--- config.mk ---
export PLATFORM = sky130hd
export DESIGN_NAME = dmem_ctrl
export DESIGN_NICKNAME = d
export VERILOG_FILES = /design/src/rtl/dmem_ctrl.sv
export SDC_FILE = /design/constraint.sdc
export NUM_CORES = 2
export LEC_CHECK = 0
export ABC_CLOCK_PERIOD_IN_PS = 9940
export CAP_MARGIN = 15
export CORE_ASPECT_RATIO = 1.2
export CORE_MARGIN = 5
export CORE_UTILIZATION = 60
export DETAILED_ROUTE_END_ITERATION = 8
export PLACE_DENSITY_LB_ADDON = 0.2
export SLEW_MARGIN = 10
export SYNTH_ARGS = -nofsm -noshare
export SYNTH_HDL_FRONTEND = slang
export SYNTH_SLANG_ARGS = --single-unit
--- constraint.sdc ---
create_clock -name clk -period 9.94 [get_ports clk]
set_clock_uncertainty 0.05 [all_clocks]
set_input_delay 1.988 -clock clk [delete_from_list [all_inputs] [get_ports clk]]
set_output_delay 1.988 -clock clk [all_outputs]
set_load 0.05 [all_outputs]
--- src/rtl/dmem_ctrl.sv ---
// Data-memory controller: RISC-V load/store sizing on a word-wide byte-lane RAM with fixed wait states.
// Define DMEM_MISALIGN_TRAP_EN to fault misaligned accesses instead of aligning them down.
module dmem_ctrl #(
    parameter int DATA_WIDTH  = 32,
    parameter int ADDR_WIDTH  = 32,
    parameter int MEM_SIZE    = 64,
    parameter int WAIT_STATES = 1
) (
    input  logic                  clk,
    input  logic                  rst,
    input  logic                  req_valid,
    output logic                  req_ready,
    input  logic                  req_we,
    input  logic [2:0]            req_funct3,
    input  logic [ADDR_WIDTH-1:0] req_addr,
    input  logic [DATA_WIDTH-1:0] req_wdata,
    output logic                  resp_valid,
    output logic [DATA_WIDTH-1:0] resp_rdata,
    output logic                  resp_err
);
    localparam int NBYTES = DATA_WIDTH / 8;
    localparam int OFF_W  = $clog2(NBYTES);
    localparam int IDX_W  = $clog2(MEM_SIZE);
    localparam int SH_W   = OFF_W + 3;
    localparam logic [3:0] WS_LAST = 4'((WAIT_STATES == 0) ? 0 : WAIT_STATES - 1);

    typedef enum logic [1:0] {S_IDLE, S_WAIT, S_RESP} state_t;

    state_t                r_state;
    state_t                w_state_next;
    logic [3:0]            r_wait_cnt;
    logic                  w_accept;
    logic                  w_enter_resp;

    logic                  r_we;
    logic [2:0]            r_funct3;
    logic [OFF_W-1:0]      r_off;
    logic [IDX_W-1:0]      r_idx;
    logic [DATA_WIDTH-1:0] r_wdata;

    logic                  w_legal;
    logic                  w_misalign;
    logic                  w_err;
    logic [OFF_W-1:0]      w_size_mask;
    logic [OFF_W-1:0]      w_aoff;
    logic [SH_W-1:0]       w_shift;
    logic [NBYTES-1:0]     w_be_base;
    logic [NBYTES-1:0]     w_be;
    logic [DATA_WIDTH-1:0] w_wdata_sh;
    logic [DATA_WIDTH-1:0] w_rd_word;

    logic                  r_rsp_load;
    logic                  r_rsp_err;
    logic [2:0]            r_rsp_f3;
    logic [SH_W-1:0]       r_rsp_shift;
    logic [DATA_WIDTH-1:0] w_shifted;
    logic [DATA_WIDTH-1:0] w_mask;
    logic [DATA_WIDTH-1:0] w_msb_mask;
    logic [6:0]            w_nbits;
    logic                  w_sign;

    assign req_ready    = (r_state == S_IDLE);
    assign resp_valid   = (r_state == S_RESP);
    assign w_accept     = req_valid && req_ready && !rst;
    assign w_enter_resp = (w_state_next == S_RESP) && (r_state != S_RESP) && !rst;

    always_ff @(posedge clk) begin
        if (rst) begin
            r_state    <= S_IDLE;
            r_wait_cnt <= 4'd0;
        end else begin
            r_state    <= w_state_next;
            r_wait_cnt <= (r_state == S_WAIT) ? r_wait_cnt + 4'd1 : 4'd0;
        end
    end

    always_comb begin
        w_state_next = r_state;
        unique case (r_state)
            S_IDLE:  if (w_accept) w_state_next = (WAIT_STATES == 0) ? S_RESP : S_WAIT;
            S_WAIT:  if (r_wait_cnt == WS_LAST) w_state_next = S_RESP;
            S_RESP:  w_state_next = S_IDLE;
            default: w_state_next = S_IDLE;
        endcase
    end

    always_ff @(posedge clk) begin
        if (w_accept) begin
            r_we     <= req_we;
            r_funct3 <= req_funct3;
            r_off    <= req_addr[OFF_W-1:0];
            r_idx    <= req_addr[OFF_W +: IDX_W];
            r_wdata  <= req_wdata;
        end
    end

    // Address bits above the array depth are ignored so the address wraps.
    if (ADDR_WIDTH > OFF_W + IDX_W) begin : g_addr_hi
        logic w_addr_unused;
        assign w_addr_unused = ^req_addr[ADDR_WIDTH-1:OFF_W+IDX_W];
    end

    always_comb begin
        w_legal = 1'b0;
        unique case (r_funct3)
            3'b000, 3'b001, 3'b010: w_legal = 1'b1;
            3'b100, 3'b101:         w_legal = !r_we;
            3'b011:                 w_legal = (DATA_WIDTH == 64);
            3'b110:                 w_legal = (DATA_WIDTH == 64) && !r_we;
            default:                w_legal = 1'b0;
        endcase
        w_size_mask = OFF_W'((1 << r_funct3[1:0]) - 1);
        w_misalign  = |(r_off & w_size_mask);
        w_aoff      = r_off & ~w_size_mask;
`ifdef DMEM_MISALIGN_TRAP_EN
        w_err       = !w_legal || w_misalign;
`else
        w_err       = !w_legal;
`endif
        w_shift     = {w_aoff, 3'b000};
        unique case (r_funct3[1:0])
            2'd0:    w_be_base = NBYTES'(8'h01);
            2'd1:    w_be_base = NBYTES'(8'h03);
            2'd2:    w_be_base = NBYTES'(8'h0F);
            default: w_be_base = NBYTES'(8'hFF);
        endcase
        w_be       = w_be_base << w_aoff;
        w_wdata_sh = r_wdata << w_shift;
    end

    // One narrow RAM per byte lane gives byte-enable writes with a registered read.
    for (genvar gi = 0; gi < NBYTES; gi++) begin : g_lane
        logic [7:0] r_lane [MEM_SIZE] = '{default: 8'h00};
        logic [7:0] r_rd_byte;
        always_ff @(posedge clk) begin
            if (w_enter_resp) begin
                if (r_we && !w_err && w_be[gi]) begin
                    r_lane[r_idx] <= w_wdata_sh[gi*8 +: 8];
                end
                r_rd_byte <= r_lane[r_idx];
            end
        end
        assign w_rd_word[gi*8 +: 8] = r_rd_byte;
    end

    always_ff @(posedge clk) begin
        if (rst) begin
            r_rsp_load  <= 1'b0;
            r_rsp_err   <= 1'b0;
            r_rsp_f3    <= 3'd0;
            r_rsp_shift <= '0;
        end else if (w_enter_resp) begin
            r_rsp_load  <= !r_we && !w_err;
            r_rsp_err   <= w_err;
            r_rsp_f3    <= r_funct3;
            r_rsp_shift <= w_shift;
        end
    end

    // Extraction works only on registered state, so the result holds until the next response.
    always_comb begin
        w_shifted  = w_rd_word >> r_rsp_shift;
        w_nbits    = 7'd8 << r_rsp_f3[1:0];
        w_mask     = ~({DATA_WIDTH{1'b1}} << w_nbits);
        w_msb_mask = w_mask ^ (w_mask >> 1);
        w_sign     = !r_rsp_f3[2] && |(w_shifted & w_msb_mask);
        resp_rdata = '0;
        if (r_rsp_load) begin
            resp_rdata = (w_shifted & w_mask) | (w_sign ? ~w_mask : '0);
        end
    end

    assign resp_err = r_rsp_err;
endmodule

Word-level counts from Yosys, hierarchy flattened
Memory sizes are Yosys's and may differ from the RTL's. A register that Yosys moved wholly into a read port is not among the register bits.
Index checks and enable logic that the tools add are counted.

storage, ports and cells
  bits in registers = 57
  memory bits (writable) = 2048
  memories = 4
  word-level logic and storage cells = 83
  input bits = 71
  output and inout bits = 35

operators by class
  shift operators = 6
  bitwise gates (word level) = 9
  multiplexer cells = 19
  eq/ne operators = 9
  add/subtract/negate cells = 2
  reduce and logical (&&, ||, !) cells = 23

memories
  memory            words  width  rd ports  clocked after memory_dff  wr ports  line  text
  g_lane[0].r_lane  64     8      1         1                         1         133   logic [7:0] r_lane [MEM_SIZE] = '{default: 8'h00};
  g_lane[1].r_lane  64     8      1         1                         1         133
  g_lane[2].r_lane  64     8      1         1                         1         133
  g_lane[3].r_lane  64     8      1         1                         1         133

operators by type and width
  cell                                                                   number
  32-bit AND                                                             2
  32-bit two-way mux                                                     2
  32-bit NOT                                                             2
  32-bit OR                                                              1
  32-bit OR reduction                                                    1
  32-bit by 5-bit left shift with 32-bit output                          1
  32-bit by 7-bit left shift with 32-bit output, first input constant    1
  32-bit by 5-bit right shift with 32-bit output                         1
  32-bit by 31-bit bitwise XOR with 32-bit output                        1
  1-bit two-way mux                                                      12
  1-bit logical AND                                                      11
  4-bit one-hot mux with 2 select lines                                  1
  4-bit by 2-bit left shift with 7-bit output, first input constant      1
  3-bit equality test, second input constant                             2
  4-bit by 1-bit adder with 4-bit output, second input constant          1
  2-bit by 1-bit equality test with 1-bit output, second input constant  2
  2-bit equality test, second input constant                             2
  1-bit logical NOT                                                      4
  2-bit logical NOT                                                      2
  4-bit logical NOT                                                      1
  2-bit two-way mux                                                      2
  2-bit one-hot mux with 2 select lines                                  1
  2-bit OR reduction                                                     2
  4-bit by 2-bit left shift with 4-bit output                            1
  11 further kinds                                                       11

Logic depth before layout (Yosys ltp)
  depth after elaboration = 10
  gate-level depth with buffers = 12
  gate-level depth less buffers = 8

Least setup slack after synthesis
No wires, ideal clock.

  path type = input-to-reg
  start point = in rst
  end point = reg r_funct3[0] (enable)
  setup slack = 2.503 ns
  arrival time = 6.814 ns
  library setup time = 0.573 ns
  required time = 9.317 ns
  stages = 2
  cells stage by stage = clkbuf_1 nor4b_1

on the way
  cells in the longest elaborated chain, start to end = 2

ends and longest elaborated chain
  what                    line  text
  start: declaration      10    input logic rst,
  1-bit logical NOT       64    assign w_accept = req_valid && req_ready && !rst;
  1-bit logical AND       64
  net w_accept            32    logic w_accept;
  end signal: assignment  90    r_funct3 <= req_funct3;
  end: declaration        36    logic [2:0] r_funct3;

The timed path passes the listed nets, and every way through them passes these cells.
A chain may end at the register's enable or synchronous reset.

Final worst setup path
  start point = reg r_rsp_shift[4]
  end point = out resp_rdata[23]

on the way
  cells in the longest elaborated chain, start to end = 7
  elaborated cells between the ends (all ways) = 8

ends and longest elaborated chain
  what                                                line  text
  start: declaration                                  55    logic [SH_W-1:0] r_rsp_shift;
  start signal: assignment                            156   r_rsp_shift <= w_shift;
  32-bit by 5-bit right shift with 32-bit output (*)  162   w_shifted = w_rd_word >> r_rsp_shift;
  32-bit AND                                          166   w_sign = !r_rsp_f3[2] && |(w_shifted & w_msb_mask);
  32-bit OR reduction                                 166
  1-bit logical AND                                   166
  32-bit two-way mux                                  169   resp_rdata = (w_shifted & w_mask) | (w_sign ? ~w_mask : '0);
  32-bit OR (*)                                       169
  32-bit two-way mux (*)                              168   if (r_rsp_load) begin
  end: declaration                                    18    output logic [DATA_WIDTH-1:0] resp_rdata,

Mark *: on every way between the ends. The rest lies on a longest branch, timed or not.

==> impl_metrics.py <==
metrics = {
    "global_route": {
        "grt_max_degree": 135,
        "grt_first_pass_wirelength_mm": 363.2,
        "first_global_vias": 47850,
        "overflow": 0,
        "grt_usage_pct": 35.57,
        "antenna_found_initial": 24,
    },
    "cts": {
        "cts-hold-fix-buffers": 0,
        "clk_latency_ns": 0.84,
        "h-tree-depth": 4,
        "cts_buffers": 195,
        "root_buffer": "clkbuf_16",
        "cts_setup_buffers": 0,
        "path_clk_slew_ns": 0.06,
        "cts_tree": "yes",
        "numClockSinks": 2137,
        "postCtsResizedCells": 0,
        "clockBufferDepth": 3,
    },
    "layout": {
        "post-route-cell-area_sq_um": 92940,
        "areaGrowthSynthToFinish_pct": 10.74,
        "multi_input_area_sq_um": 18460,
        "seq_area_sq_um": 64040,
        "layout-drive-gt1-share_pct": 16.17,
        "final_nets": 4916,
        "final_cells": 6855,
        "nFillCells": 9122,
    },
    "critical_path": {
        "worst_setup_path_start_kind": "flip-flop",
        "critical-path-max-stage-delay_ns": 0.78,
        "r2r_slack_ns": 4.72,
        "reg2reg_from": "r_idx[2]",
        "critPathTopFamily": "buffers and inverters",
        "cp_max_fo": 27,
        "worstRegToRegCells": 6,
        "crit_buf_inv": 2,
        "crit_required_ns": 7.90,
        "crit_arrival_ns": 3.93,
        "path_class": "reg -> out",
        "endpoint_kind": "output pin",
        "crit_chain": "buf_4 > mux2i_1 > mux2_2 > or2_2 > a21oi_1 > o21ai_1 > nor2_1 > clkdlybuf4s50_1",
        "reg2reg_to": "g_lane[3].r_lane[13][6]",
        "cp_slowest_cell": "o21ai_1",
    },
    "sta": {
        "final-hold-violation-count": 0,
        "fmax_mhz": 167.6,
        "maxSlewHeadroom_pct": 19.65,
        "fin_tns_setup_ns": 0,
        "worstMarginPinSlew_ns": 1.202,
        "period_needed_ns": 5.968,
        "slew_violations": 0,
        "finalSetupViolCount": 0,
        "period_share_pct": 60.04,
        "rsz0062_at_grt": "false",
    },
    "die": {
        "die_w_um": 351.4,
        "die_h_um": 419.7,
        "pin_count": 106,
        "fp.coreArea_sq_um": 139300,
        "placementRows": 150,
        "start_util_pct": 60.27,
        "die_area_sq_um": 147500,
    },
    "yosys": {
        "yosysTopAreaCellShare_pct": 76.00,
        "yosys-top-cells-count": "edfxtp_1, nor2_1, mux2i_1",
        "yosysMostFrequentCell": "edfxtp_1",
        "synth_nets": 4847,
        "netlist_instances": 4773,
        "yosys.cell_types.count": 69,
        "ys_warn_count": 0,
        "yosysTopAreaCell": "edfxtp_1",
        "synth_edf_count": 2124,
        "ys_seq_area_share_pct": 76.31,
        "synth.cell_area_sq_um": 83930,
        "synth.avg_cell_area_sq_um": 17.58,
        "synth-main-ff-cell": "edfxtp_1",
        "ys_seq_elements": 2137,
        "synth_area_leaders": "edfxtp_1, mux4_2, mux2i_1",
        "async_flop_share_pct": 0,
    },
    "detailed_routing": {
        "drcViolationCount": 0,
        "drt-total-wl_mm": 261.7,
        "wl_per_cell_um": 38.18,
        "drt.antenna.violating_nets": 0,
        "dr_total_vias": 49550,
        "drt-initial-drc-count": 8269,
        "drt_pass1_iterations": 8,
        "viasPerCell": 7.228,
    },
    "hold_path": {
        "hold_path_startpoint": "r_wait_cnt[0]",
        "hold_end": "r_wait_cnt[0]",
        "holdPathStages": 1,
        "hold_class": "reg -> reg",
    },
    "pwr": {
        "p_sw_uw": 4031,
        "p_seq_share_pct": 54.5,
        "leakagePower_uw": 0.02936,
        "finalPower_uw": 18390,
        "p_comb_share_pct": 5.4,
        "internal_power_uw": 14360,
        "power_density_nw_per_um2": 197.8,
        "vdd_drop_max_uv": 182.5,
        "switching_share_pct": 21.92,
        "clockPowerShare_pct": 40.1,
    },
    "job": {
        "cap_violations": 0,
    },
    "placed_design": {
        "dpl_cell_area_sq_um": 86640,
        "dp_hpwl_mm": 155.9,
        "dpl.cell_count": 6468,
        "portBuffers": 81,
        "gp_congestion": 0.9193,
    },
    "run_status": {
        "status": "complete, no violations",
    },
}
[area by class of cell]
cell class | instances | area share [%]
inverters | 9 | 0.04712
clock buffers | 249 | 5.615
well taps | 1824 | 2.456
clock inverters | 110 | 1.070
multi-input cells | 2291 | 19.86
repair buffers | 208 | 1.970
flip-flops and latches | 2137 | 68.91
diodes | 27 | 0.07270
[layer usage]
layer  vias to the layer above  GRT usage, %  wire length (um)
met3                      1046         10.65             35540
met1                     24830         46.33             86690
met5                         -        0.5688               209
met4                        32         25.25             22840
met2                      4119         51.58            116400
li1                      19520             -                 -
[layout by cell type, fill, tap and decap left out, types with 15 or more instances in the layout]
master	count
a211oi_1	22
a21oi_1	163
a21oi_4	16
a221o_1	46
a221oi_1	188
a222oi_1	18
a22o_1	25
a22oi_1	146
and3_1	16
buf_4	121
bufinv_16	15
clkbuf_1	46
clkbuf_16	200
clkdlybuf4s50_1	81
clkinv_1	39
clkinv_2	33
diode_2	27
edfxtp_1	2124
mux2_2	180
mux2i_1	270
mux4_2	144
nand2_1	225
nor2_1	377
o21ai_0	112
o22ai_1	105
or4_1	17
[worst register-to-register path, cell delays in order (launching register included)]
cell	delay, ns
edfxtp_1	0.37
buf_12	0.35
buf_4	0.82
and3b_2	0.52
buf_4	0.72
nand2_1	1.01
nor2_1	1.00
[worst max-delay path by stage]
stage / startpoint / slack [ns] / depth (start not counted) / endpoint
2_1_floorplan: rst / 2.50 / 2 / r_funct3[0]
3_3_place_gp: rst / 4.08 / 8 / g_lane[3].r_lane[56][4]
3_5_place_dp: rst / 3.99 / 8 / g_lane[3].r_lane[56][4]
4_1_cts: r_rsp_shift[4] / 3.98 / 8 / resp_rdata[23]
5_1_grt: r_rsp_shift[4] / 3.79 / 8 / resp_rdata[23]
6_report: r_rsp_shift[4] / 3.97 / 8 / resp_rdata[23]
[state kept, by name (all words and copies together), names as in the netlist]
name and count:
g_lane.r_lane 2048, r_rsp_f3 3, r_funct3 3, r_off 2
r_rsp_shift 2, r_wdata 32, resp_err 1, r_wait_cnt 4
r_state 2, r_we 1, r_idx 6, g_lane.r_rd_byte 32
r_rsp_load 1
[metrics by stage]
step	setup slack [ns]	util, %	hold WS (ns)
2_1_floorplan	2.503	-	0.3797
3_3_place_gp	4.078	62.22	0.3957
3_5_place_dp	3.991	62.22	0.4040
4_1_cts	3.985	66.68	0.4186
5_1_grt	3.795	66.69	0.4700
6_report	3.972	66.74	0.4137
[power by group through the flow]
stage / combinational, uW / sequential [uW] / clock, uW
6_report: 985 / 10000 / 7380
5_1_grt: 997 / 10000 / 7790
4_1_cts: 950 / 10000 / 7380
3_5_place_dp: 946 / 10200 / 0
3_3_place_gp: 931 / 10200 / 0
2_1_floorplan: 508 / 10200 / 0
[kinds of logic after synthesis]
group	synth area share (%)
buffers and inverters	2.202
AOI/OAI and AO/OA	8.124
xor gates and xnor gates	0.02088
DFF	76.31
muxes	9.594
and+or+nand+nor	3.708
adders and majority gates	0.04473
(Power assumes the default switching activity.)
